## src/rtl/ysyx_23060240_trap_ctrl_if.sv

```systemverilog
// rtl/ysyx_23060240_trap_ctrl_if.sv - request, instruction-side CSR, CSR-file and redirect signals of the trap controller
interface ysyx_23060240_trap_ctrl_if;
   logic        trap_req;
   logic [31:0] trap_pc;
   logic [31:0] trap_cause;
   logic        mret_req;

   logic [11:0] ins_csr_addr;
   logic [31:0] ins_csr_wdata;
   logic        ins_csr_we;
   logic        ins_csr_re;
   logic [31:0] ins_csr_rdata;

   logic [11:0] csr_addr;
   logic [31:0] csr_wdata;
   logic        csr_we;
   logic        csr_re;
   logic [31:0] csr_rdata;

   logic        trap_ack;
   logic        mret_ack;
   logic        redirect_valid;
   logic [31:0] redirect_pc;
   logic        stall;

   modport slave (
      input  trap_req, trap_pc, trap_cause, mret_req,
      input  ins_csr_addr, ins_csr_wdata, ins_csr_we, ins_csr_re,
      output ins_csr_rdata,
      output csr_addr, csr_wdata, csr_we, csr_re,
      input  csr_rdata,
      output trap_ack, mret_ack, redirect_valid, redirect_pc, stall
   );

   modport master (
      output trap_req, trap_pc, trap_cause, mret_req,
      output ins_csr_addr, ins_csr_wdata, ins_csr_we, ins_csr_re,
      input  ins_csr_rdata,
      input  csr_addr, csr_wdata, csr_we, csr_re,
      output csr_rdata,
      input  trap_ack, mret_ack, redirect_valid, redirect_pc, stall
   );
endinterface

```

## src/rtl/ysyx_23060240_trap_ctrl.sv

```systemverilog
// rtl/ysyx_23060240_trap_ctrl.sv - trap entry / mret sequencer sharing one CSR-file port
// Owns the CSR port during a sequence; in IDLE it is a transparent pass-through for the instruction side.
module ysyx_23060240_trap_ctrl (
   input  logic                            clk,
   input  logic                            rst_n,
   ysyx_23060240_trap_ctrl_if.slave        bus
);
   localparam logic [2:0] IDLE    = 3'd0;
   localparam logic [2:0] W_EPC   = 3'd1;
   localparam logic [2:0] W_CAUSE = 3'd2;
   localparam logic [2:0] R_STAT  = 3'd3;
   localparam logic [2:0] W_STAT  = 3'd4;
   localparam logic [2:0] R_VEC   = 3'd5;
   localparam logic [2:0] R_EPC   = 3'd6;
   localparam logic [2:0] REDIR   = 3'd7;

   localparam logic [11:0] CSR_MSTATUS = 12'h300;
   localparam logic [11:0] CSR_MTVEC   = 12'h305;
   localparam logic [11:0] CSR_MEPC    = 12'h341;
   localparam logic [11:0] CSR_MCAUSE  = 12'h342;

   logic [2:0]  state_q,  state_d;
   logic [31:0] pc_q,     pc_d;
   logic [31:0] cause_q,  cause_d;
   logic [31:0] stat_q,   stat_d;
   logic [31:0] target_q, target_d;
   logic        mret_q,   mret_d;

   logic        req_pending;
   logic        pass_thru;
   logic [31:0] stat_wr;

   assign req_pending = bus.trap_req | bus.mret_req;
   assign pass_thru   = rst_n && (state_q == IDLE) && !req_pending;

   // Kept apart from the port mux so the read path never forms a loop through csr_addr.
   assign bus.ins_csr_rdata = pass_thru ? bus.csr_rdata : 32'h0;

   always_comb begin
      stat_wr        = stat_q;
      stat_wr[12:11] = 2'b11;
      if (mret_q) begin
         stat_wr[3] = stat_q[7];
         stat_wr[7] = 1'b1;
      end else begin
         stat_wr[7] = stat_q[3];
         stat_wr[3] = 1'b0;
      end
   end

   always_comb begin
      state_d  = state_q;
      pc_d     = pc_q;
      cause_d  = cause_q;
      stat_d   = stat_q;
      target_d = target_q;
      mret_d   = mret_q;
      case (state_q)
         IDLE: begin
            if (bus.trap_req) begin
               state_d = W_EPC;
               pc_d    = bus.trap_pc;
               cause_d = bus.trap_cause;
               mret_d  = 1'b0;
            end else if (bus.mret_req) begin
               state_d = R_STAT;
               mret_d  = 1'b1;
            end
         end
         W_EPC:   state_d = W_CAUSE;
         W_CAUSE: state_d = R_STAT;
         R_STAT: begin
            stat_d  = bus.csr_rdata;
            state_d = W_STAT;
         end
         W_STAT:  state_d = mret_q ? R_EPC : R_VEC;
         R_VEC, R_EPC: begin
            target_d = {bus.csr_rdata[31:2], 2'b00};
            state_d  = REDIR;
         end
         REDIR:   state_d = IDLE;
         default: state_d = IDLE;
      endcase
   end

   always_ff @(posedge clk or negedge rst_n) begin
      if (!rst_n) begin
         state_q  <= IDLE;
         pc_q     <= 32'h0;
         cause_q  <= 32'h0;
         stat_q   <= 32'h0;
         target_q <= 32'h0;
         mret_q   <= 1'b0;
      end else begin
         state_q  <= state_d;
         pc_q     <= pc_d;
         cause_q  <= cause_d;
         stat_q   <= stat_d;
         target_q <= target_d;
         mret_q   <= mret_d;
      end
   end

   // Every output is gated by rst_n so nothing leaks out while reset is held.
   always_comb begin
      bus.csr_addr       = 12'h0;
      bus.csr_wdata      = 32'h0;
      bus.csr_we         = 1'b0;
      bus.csr_re         = 1'b0;
      bus.trap_ack       = 1'b0;
      bus.mret_ack       = 1'b0;
      bus.redirect_valid = 1'b0;
      bus.redirect_pc    = 32'h0;
      bus.stall          = 1'b0;
      if (rst_n) begin
         bus.stall = (state_q != IDLE) | req_pending;
         case (state_q)
            IDLE: begin
               if (!req_pending) begin
                  bus.csr_addr  = bus.ins_csr_addr;
                  bus.csr_wdata = bus.ins_csr_wdata;
                  bus.csr_we    = bus.ins_csr_we;
                  bus.csr_re    = bus.ins_csr_re;
               end
            end
            W_EPC: begin
               bus.csr_addr  = CSR_MEPC;
               bus.csr_wdata = pc_q;
               bus.csr_we    = 1'b1;
            end
            W_CAUSE: begin
               bus.csr_addr  = CSR_MCAUSE;
               bus.csr_wdata = cause_q;
               bus.csr_we    = 1'b1;
            end
            R_STAT: begin
               bus.csr_addr = CSR_MSTATUS;
               bus.csr_re   = 1'b1;
            end
            W_STAT: begin
               bus.csr_addr  = CSR_MSTATUS;
               bus.csr_wdata = stat_wr;
               bus.csr_we    = 1'b1;
            end
            R_VEC: begin
               bus.csr_addr = CSR_MTVEC;
               bus.csr_re   = 1'b1;
            end
            R_EPC: begin
               bus.csr_addr = CSR_MEPC;
               bus.csr_re   = 1'b1;
            end
            REDIR: begin
               bus.redirect_valid = 1'b1;
               bus.redirect_pc    = target_q;
               bus.trap_ack       = !mret_q;
               bus.mret_ack       = mret_q;
            end
            default: ;
         endcase
      end
   end
endmodule
```

## src/flat_wrapper.sv

```systemverilog
// flat-port wrapper written by rule: the top's interface ports become plain ports
module ysyx_23060240_trap_ctrl_flat 
  (clk, rst_n, bus_trap_req, bus_trap_pc, bus_trap_cause, bus_mret_req, bus_ins_csr_addr, bus_ins_csr_wdata, bus_ins_csr_we, bus_ins_csr_re, bus_ins_csr_rdata, bus_csr_addr, bus_csr_wdata, bus_csr_we, bus_csr_re, bus_csr_rdata, bus_trap_ack, bus_mret_ack, bus_redirect_valid, bus_redirect_pc, bus_stall);
  ysyx_23060240_trap_ctrl_if bus_i ();
  input  logic clk;
  input  logic rst_n;
  input wire logic [$bits(bus_i.trap_req)-1:0] bus_trap_req;
  input wire logic [$bits(bus_i.trap_pc)-1:0] bus_trap_pc;
  input wire logic [$bits(bus_i.trap_cause)-1:0] bus_trap_cause;
  input wire logic [$bits(bus_i.mret_req)-1:0] bus_mret_req;
  input wire logic [$bits(bus_i.ins_csr_addr)-1:0] bus_ins_csr_addr;
  input wire logic [$bits(bus_i.ins_csr_wdata)-1:0] bus_ins_csr_wdata;
  input wire logic [$bits(bus_i.ins_csr_we)-1:0] bus_ins_csr_we;
  input wire logic [$bits(bus_i.ins_csr_re)-1:0] bus_ins_csr_re;
  output wire logic [$bits(bus_i.ins_csr_rdata)-1:0] bus_ins_csr_rdata;
  output wire logic [$bits(bus_i.csr_addr)-1:0] bus_csr_addr;
  output wire logic [$bits(bus_i.csr_wdata)-1:0] bus_csr_wdata;
  output wire logic [$bits(bus_i.csr_we)-1:0] bus_csr_we;
  output wire logic [$bits(bus_i.csr_re)-1:0] bus_csr_re;
  input wire logic [$bits(bus_i.csr_rdata)-1:0] bus_csr_rdata;
  output wire logic [$bits(bus_i.trap_ack)-1:0] bus_trap_ack;
  output wire logic [$bits(bus_i.mret_ack)-1:0] bus_mret_ack;
  output wire logic [$bits(bus_i.redirect_valid)-1:0] bus_redirect_valid;
  output wire logic [$bits(bus_i.redirect_pc)-1:0] bus_redirect_pc;
  output wire logic [$bits(bus_i.stall)-1:0] bus_stall;
  assign bus_i.trap_req = bus_trap_req;
  assign bus_i.trap_pc = bus_trap_pc;
  assign bus_i.trap_cause = bus_trap_cause;
  assign bus_i.mret_req = bus_mret_req;
  assign bus_i.ins_csr_addr = bus_ins_csr_addr;
  assign bus_i.ins_csr_wdata = bus_ins_csr_wdata;
  assign bus_i.ins_csr_we = bus_ins_csr_we;
  assign bus_i.ins_csr_re = bus_ins_csr_re;
  assign bus_ins_csr_rdata = bus_i.ins_csr_rdata;
  assign bus_csr_addr = bus_i.csr_addr;
  assign bus_csr_wdata = bus_i.csr_wdata;
  assign bus_csr_we = bus_i.csr_we;
  assign bus_csr_re = bus_i.csr_re;
  assign bus_i.csr_rdata = bus_csr_rdata;
  assign bus_trap_ack = bus_i.trap_ack;
  assign bus_mret_ack = bus_i.mret_ack;
  assign bus_redirect_valid = bus_i.redirect_valid;
  assign bus_redirect_pc = bus_i.redirect_pc;
  assign bus_stall = bus_i.stall;
  ysyx_23060240_trap_ctrl u_core (.clk(clk), .rst_n(rst_n), .bus(bus_i));
endmodule
```

## config.mk

```make
export PLATFORM = sky130hd
export DESIGN_NAME = ysyx_23060240_trap_ctrl_flat
export DESIGN_NICKNAME = d
export VERILOG_FILES = /design/src/rtl/ysyx_23060240_trap_ctrl_if.sv /design/src/rtl/ysyx_23060240_trap_ctrl.sv /design/src/flat_wrapper.sv
export SDC_FILE = /design/constraint.sdc
export NUM_CORES = 1
export LEC_CHECK = 0
export CELL_PAD_IN_SITES_DETAIL_PLACEMENT = 1
export CELL_PAD_IN_SITES_GLOBAL_PLACEMENT = 1
export CORE_MARGIN = 2
export CORE_UTILIZATION = 34
export DETAILED_ROUTE_END_ITERATION = 12
export PLACE_DENSITY = 0.83
export SLEW_MARGIN = 20
export SYNTH_ARGS = -nofsm -noshare
export SYNTH_HDL_FRONTEND = slang
export SYNTH_SLANG_ARGS = --single-unit
```

## constraint.sdc

```tcl
create_clock -name clk -period 2.4 [get_ports clk]
set_clock_uncertainty 0.05 [all_clocks]
set_input_delay 0.6 -clock clk [delete_from_list [all_inputs] [get_ports clk]]
set_output_delay 0.6 -clock clk [all_outputs]
set_load 0.02 [all_outputs]
```

==> metrics.md, run 1 <==
| Metric | Value |
|---|---|
| Initial antenna violation count | `7` |
| Worst reg2reg path depth | `10` |
| Initial DRC Count | `344` |
| Via density per instance | `5.657` |
| Post-synth top area share | `0.4723` |
| MaxCap Viol Count | `0` |
| Slew margin rel. | `0.3727` |
| CP required | `about 1.8 ns` |
| CTS tree | `yes` |
| Reg2reg end | `u_core.cause_q[2]` |
| CP cell instances | `buf_6 -> nor3_4 -> buf_4 -> buf_8 -> buf_12 -> a32oi_1 -> a21oi_1 -> buf_4` |
| Outcome | `finished, violations left` |
| # rows | `between 50 and 60` |
| Worst-path clk slew | `~0.070 ns` |
| Adder-cell share of the synthesized area | `0.002952` |
| Post-Route WL | `~36 mm` |
| Synth Area in XOR/XNOR | `0` |
| Synth Area in Simple Gates | `0.1705` |
| Port Buffers | `~260` |
| Kind of critical path | `reg -> out` |
| Post-route design area | `~0.013 mm2` |
| Post-synthesis mux area share | `0.2059` |
| Height of the chip | `approximately 150 um` |
| CP startpoint | `u_core.state_q[1]` |
| Final WS setup | `-0.5638 ns` |
| Sequential share of the synthesized area | `0.4723` |
| Placed cell areas | `about 0.010 mm2` |
| Overall Power | `around 14 mW` |
| Gate Count Post-Synth | `slightly below 600` |
| Area Overhead vs Synth | `85.31%` |
| Clk_lat worst skew | `about 0.43 ns` |
| DR DRC count | `0` |
| Met1 GRT Util | `0.3307` |
| Mapped Area | `0.006782 mm2` |
| Largest family of logic cells by synthesized area | `multiplexers` |
| Critical path peak fanout | `6` |
| Leakage | `about 5.5 nW` |
| Dominant cells by area after synthesis | `dfrtp_1, mux2_2, mux2_1, and3b_1, a32oi_1` |
| Power per standard cell area | `between 1000 and 1500 mW/mm2` |
| Clk root buf | `clkbuf_16` |
| Failing checks | `setup timing` |
| Share of layout cells above drive strength 1 | `0.5176` |
| Final cell count without fillers | `1239` |
| Crit-path leading delay family | `buffers and inverters` |
| RSZ-0062 raised after global routing | `true` |
| Minimum clock period | `just under 3 ns` |
| Final hold viol count | `0` |
| Number of buffers created by CTS | `17` |
| Stages on worst setup path | `8` |
| All-Layer GR Usage | `0.2880` |
| Yosys reg bits | `between 100 and 150` |
| Post-synth ARST share | `1.000` |
| Routability Congestion | `around 0.85` |
| Met2 Resource Use GR | `0.4972` |
| Synth Flop Type | `dfrtp_1` |
| Worst setup EP type | `output pin` |
| Routed via count | `7009` |
| Average wire per cell in the routed design | `about 29 um` |
| Worst Setup EP | `bus_csr_wdata[25]` |
| Hold_ws | `approximately 0.12 ns` |
| CTS H-tree depth | `4` |
| Number of synthesized flops with an enable pin | `0` |
| Final setup vio count | `about 170` |
| Die ar. | `roughly 0.021 mm2` |
| Avg Inst Size Synth | `~11 um2` |
| CTS sink cnt | `approximately 130` |
| First-pass GRT wire length | `46.46 mm` |
| Tightest Pin Transition | `around 0.94 ns` |
| Remaining Overflow, GRT | `0` |
| DP HPWL | `around 19 mm` |
| Final max-slew violation count | `0` |
| Top-count cell post-synth | `dfrtp_1` |
| Buf+Inv Stages, Crit Path | `5` |
| Placed insts | `around 1200` |
| CTS max path bufs | `2` |
| NumNets Final | `roughly 1100` |
| YS warnings | `0` |
| M3 GR Usage | `0.07421` |
| Post-synthesis compound-gate area fraction | `0.1020` |
| RR Startpoint | `u_core.state_q[1]` |
| Largest net degree at the start of global routing | `69` |
| Synth unique cells | `39` |
| DR pass1 iterations | `5` |
| Core Area | `between 0.015 and 0.02 mm2` |
| Max incr delay on CP | `approximately 0.45 ns` |
| Period Utilization, post-route | `1.235` |
| Min-Delay Path Class | `in -> async` |
| Initial Util | `0.3473` |
| Chip Width | `around 150 um` |
| Top cell by count, worst path | `buf_4` |
| VDD IR max | `around 570 uV` |
| Worst path slowest cell | `dfrtp_2` |
| R2R setup slack | `-0.09 ns` |
| Critical Path Start Type | `register` |
| CP Data Arrival Time | `around 2.3 ns` |
| Synth area leader | `dfrtp_1` |
| Number of global-route vias before repair | `7491` |
| Synth cell count leaders | `dfrtp_1, mux2_2, and3b_1` |
| Max Clk Rate | `roughly 340 MHz` |
| Layer with the highest usage | `met2` |
| Post-DRT Antenna Nets | `0` |
| Boundary Pins | `260` |
-- routing by layer --
| layer | wire length [um] | share of wire |
|---|---|---|
| met1 | 13610 | 0.38 |
| met2 | 18640 | 0.52 |
| met3 | 2137 | 0.059 |
| met4 | 1682 | 0.047 |
| met5 | 13 | 0.00036 |
-- report_power, final --
part / internal, mW / total [mW] / switching [mW]
Clock: 1.44 / 2.57 / 1.14
Combinational: 3.89 / 7.65 / 3.75
Sequential: 3.29 / 4.23 / 0.944
-- worst min-delay path by stage --
stage | cells after the start | end | slack, ns | startpoint
3_3_place_gp | 1 | u_core.pc_q[16] | 0.41 | u_core.pc_q[16]
2_1_floorplan | 0 | u_core.cause_q[0] | 0.25 | rst_n
5_1_grt | 2 | u_core.pc_q[29] | 0.12 | rst_n
3_5_place_dp | 1 | u_core.pc_q[2] | 0.42 | u_core.pc_q[2]
4_1_cts | 2 | u_core.pc_q[29] | 0.11 | rst_n
6_report | 2 | u_core.pc_q[29] | 0.12 | rst_n
-- state kept, by name (all words and copies together) (netlist names) --
signal	cells
u_core.state_q	3
u_core.pc_q	32
u_core.stat_q	30
u_core.target_q	30
u_core.cause_q	32
u_core.mret_q	1
-- kinds of logic (layout without fill, tap and decap cells) --
family,Yosys count,in the layout
AND/OR/NAND/NOR,167,167
flip-flops,128,128
multiplexers,124,124
AO/OA/AOI/OAI,110,110
buffers and inverters,62,436
adder cells (fa/ha/maj),1,1
other,1,8
-- layout by cell type (no fill, tap or decap), types with 5 or more instances in the layout --
cell type,count
o21ai_0,11
nand3_1,5
and3b_1,58
and2_4,23
and3_1,16
a21oi_2,23
clkbuf_16,19
dfrtp_1,125
buf_6,114
clkdlybuf4s50_1,142
and3_4,22
buf_12,19
buf_4,106
and2_1,10
diode_2,6
mux2_2,74
buf_8,9
a32oi_4,15
o21ai_1,16
a21oi_1,7
a21oi_4,8
mux2_1,48
nand2_1,7
clkinvlp_4,5
a32oi_2,12
-- stage by stage --
| step | worst slack (ns) | util | setup TNS (ns) |
|---|---|---|---|
| after global placement | -0.9951 | 0.5251 | -64.90 |
| final | -0.5638 | 0.6436 | -43.87 |
| after floorplan | -0.2221 | - | -0.4441 |
| after detailed placement | -1.022 | 0.5251 | -67.76 |
| after global routing | -0.5861 | 0.6436 | -51.48 |
| after CTS | -0.3875 | 0.5950 | -29.28 |
-- final cells by class --
cell class                      count  area [um2]
Fill cell                        1918        6959
Clock inverter                     15       138.9
Timing Repair Buffer              401        4233
Tap cell                          265       331.6
Antenna cell                        6       15.01
Sequential cell                   128        3207
Inverter                            3       16.27
Clock buffer                       17       425.4
Multi-Input combinational cell    404        4200
-- what timing repair did --
action	4_1_cts	5_1_grt
hold buffers	0	0
setup buffers	26	15
cloned	9	2
resized for setup	653	224
hold endpoints to repair	0	0
endpoints found under the setup margin	112	111
pin swaps	22	45
(Power assumes the default switching activity.)
==> run 2, diff against run 1 <==
- CORE_UTILIZATION: 34 -> 36
- PLACE_DENSITY: 0.83 -> 0.87
- SLEW_MARGIN: 20 -> default
- clock period: 2.4 -> 3.7 ns (I/O delays scaled with it)
==> run 2 against run 1 <==
Compared with the run above: the run now ends clean; combinational power fell by 60%; core utilization fell by 9.1 points; total power fell by 48%; design area fell by 18%; critical path depth fell by 2; wire length fell by 34%; first-iteration DRC count fell by 31%; hold slack improved by 0.31 ns; die area fell by 5.4%; largest cell class is now multi-input combinational cells.
==> metrics.md, run 2 (synthesis results as in run 1) <==
| Metric | Value |
|---|---|
| Worst path slowest cell | `clkdlybuf4s50_1` |
| Cts hold-fix bufs | `0` |
| Power per standard cell area | `roughly 730 mW/mm2` |
| Critical Path Start Type | `input pin` |
| R2R setup slack | `roughly 1.3 ns` |
| Reg2reg end | `u_core.pc_q[29]` |
| CP cell instances | `clkdlybuf4s50_1 -> nor2_4 -> buf_4 -> a32oi_1 -> a21oi_1 -> dlygate4sd2_1` |
| Slew margin rel. | `0.6296` |
| Core Area | `0.01858 mm2` |
| Period Utilization, post-route | `0.9746` |
| Regs by FF count | `u_core.cause_q (32), u_core.pc_q (32)` |
| CTS tree | `yes` |
| CTS max path bufs | `2` |
| Leakage | `4.781 nW` |
| Number of global-route vias before repair | `between 6000 and 7000` |
| Critical path peak fanout | `4` |
| Boundary Pins | `260` |
| Max incr delay on CP | `0.58 ns` |
| Placed cell areas | `between 0.009 and 0.01 mm2` |
| Largest net degree at the start of global routing | `40` |
| Routed via count | `~5900` |
| Height of the chip | `approximately 140 um` |
| MaxCap Viol Count | `0` |
| Area Overhead vs Synth | `51.27%` |
| Clk_lat worst skew | `0.41 ns` |
| Tightest Pin Transition | `between 0.5 and 0.6 ns` |
| First-pass GRT wire length | `36.78 mm` |
| Remaining Overflow, GRT | `0` |
| Overall Power | `roughly 7.5 mW` |
| Via density per instance | `5.418` |
| Post-DRT Antenna Nets | `0` |
| Seq pwr share | `0.345` |
| Max Clk Rate | `about 280 MHz` |
| Commonest non-fill, non-tap cells in the layout | `clkdlybuf4s50_1, dfrtp_1, dlygate4sd2_1, mux2_2, and3b_1` |
| Initial DRC Count | `roughly 240` |
| Final hold viol count | `0` |
| Share of layout cells above drive strength 1 | `0.1743` |
| # rows | `50` |
| Kind of critical path | `in -> out` |
| Number of buffers created by CTS | `17` |
| CTS sink cnt | `128` |
| DP HPWL | `between 15 and 20 mm` |
| Psw | `2.650 mW` |
| Initial Util | `0.3650` |
| CP Data Arrival Time | `about 2.6 ns` |
| DR DRC count | `0` |
| Logic pwr share | `0.412` |
| Worst reg2reg path depth | `5` |
| Commonest non-fill, non-tap cell in the layout | `clkdlybuf4s50_1` |
| All-Layer GR Usage | `0.2418` |
| Post-Route WL | `23.95 mm` |
| RR Startpoint | `u_core.state_q[0]` |
| CP startpoint | `bus_mret_req` |
| Routability Congestion | `approximately 0.84` |
| Buf+Inv Stages, Crit Path | `3` |
| Final max-slew violation count | `0` |
| RSZ-0062 raised after global routing | `false` |
| Crit-path leading delay family | `buffers and inverters` |
| Clk root buf | `clkbuf_16` |
| Min-Delay Path Class | `reg -> reg` |
| Chip Width | `approximately 140 um` |
| Die ar. | `around 0.02 mm2` |
| Switching part of the total power | `0.3547` |
| Minimum clock period | `~3.6 ns` |
| Layout fillers | `slightly below 2000` |
| Final setup vio count | `0` |
| P_int | `roughly 4.8 mW` |
| Worst-path clk slew | `0.06 ns` |
| Stages on worst setup path | `6` |
| Post-route design area | `0.01026 mm2` |
| Initial antenna violation count | `4` |
| Worst Setup EP | `bus_csr_wdata[19]` |
| VDD IR max | `around 450 uV` |
| Worst setup EP type | `output pin` |
| NumNets Final | `between 900 and 1000` |
| CTS H-tree depth | `4` |
| DR pass1 iterations | `4` |
| Outcome | `finished clean` |
| Number of setup buffers added after CTS | `0` |
| Port Buffers | `roughly 260` |
| Average wire per cell in the routed design | `approximately 22 um` |
| Clock Power Share | `0.243` |
| CP required | `between 2 and 3 ns` |
run 2: metrics by stage:
step	hold slack (ns)	setup slack, ns	setup TNS (ns)	instances	utilization
3_3_place_gp	0.4102	-0.1620	-6.106	1057	0.5222
6_report	0.4309	0.09403	0	1093	0.5521
4_1_cts	0.4330	0.002025	0	1089	0.5513
3_5_place_dp	0.4195	-0.2280	-10.04	1057	0.5222
2_1_floorplan	0.3995	0.6562	0	594	-
5_1_grt	0.4429	0.02519	0	1092	0.5520
run 2: worst min-delay path by stage:
stage / slack [ns] / to / start / cells past startpoint
after floorplan: 0.40 / u_core.pc_q[3] / u_core.pc_q[3] / 1
after global placement: 0.41 / u_core.pc_q[26] / u_core.pc_q[26] / 1
after detailed placement: 0.42 / u_core.cause_q[21] / u_core.cause_q[21] / 1
after CTS: 0.43 / u_core.pc_q[31] / u_core.pc_q[31] / 1
after global routing: 0.44 / u_core.cause_q[29] / u_core.cause_q[29] / 1
final: 0.43 / u_core.pc_q[28] / u_core.pc_q[28] / 1
run 2: layout make-up:
cell class | instances | area [um2] | share of cell area
tap | 234 | 292.8 | 0.02854
timing repair buffer | 288 | 2789 | 0.2719
clock inverter | 13 | 185.2 | 0.01805
clock buffer | 19 | 452.9 | 0.04415
multi-input combinational | 404 | 3312 | 0.3228
inverter | 3 | 11.26 | 0.001098
antenna | 4 | 10.01 | 0.0009757
sequential | 128 | 3206 | 0.3125
run 2: power by group through the flow:
stage / Combinational (mW) / Clock [mW] / Sequential, mW
2_1_floorplan: 2.08 / 0 / 2.37
3_3_place_gp: 3.06 / 0 / 2.52
3_5_place_dp: 3.18 / 0 / 2.57
4_1_cts: 3.12 / 1.84 / 2.57
5_1_grt: 3.33 / 1.90 / 2.66
6_report: 3.08 / 1.82 / 2.58
run 2: metal layers:
layer,global-route usage,up-vias,part of all wire
met5,0,-,0.00054
met4,0.08526,2,0.026
met3,0.04725,36,0.051
met2,0.4090,181,0.51
met1,0.3104,3024,0.42
li1,-,2679,-
run 2: timing repair:
action,4_1_cts,5_1_grt
setup endpoints to repair,79,2
resized for setup,78,2
hold endpoints to repair,0,0
pin swaps,1,0
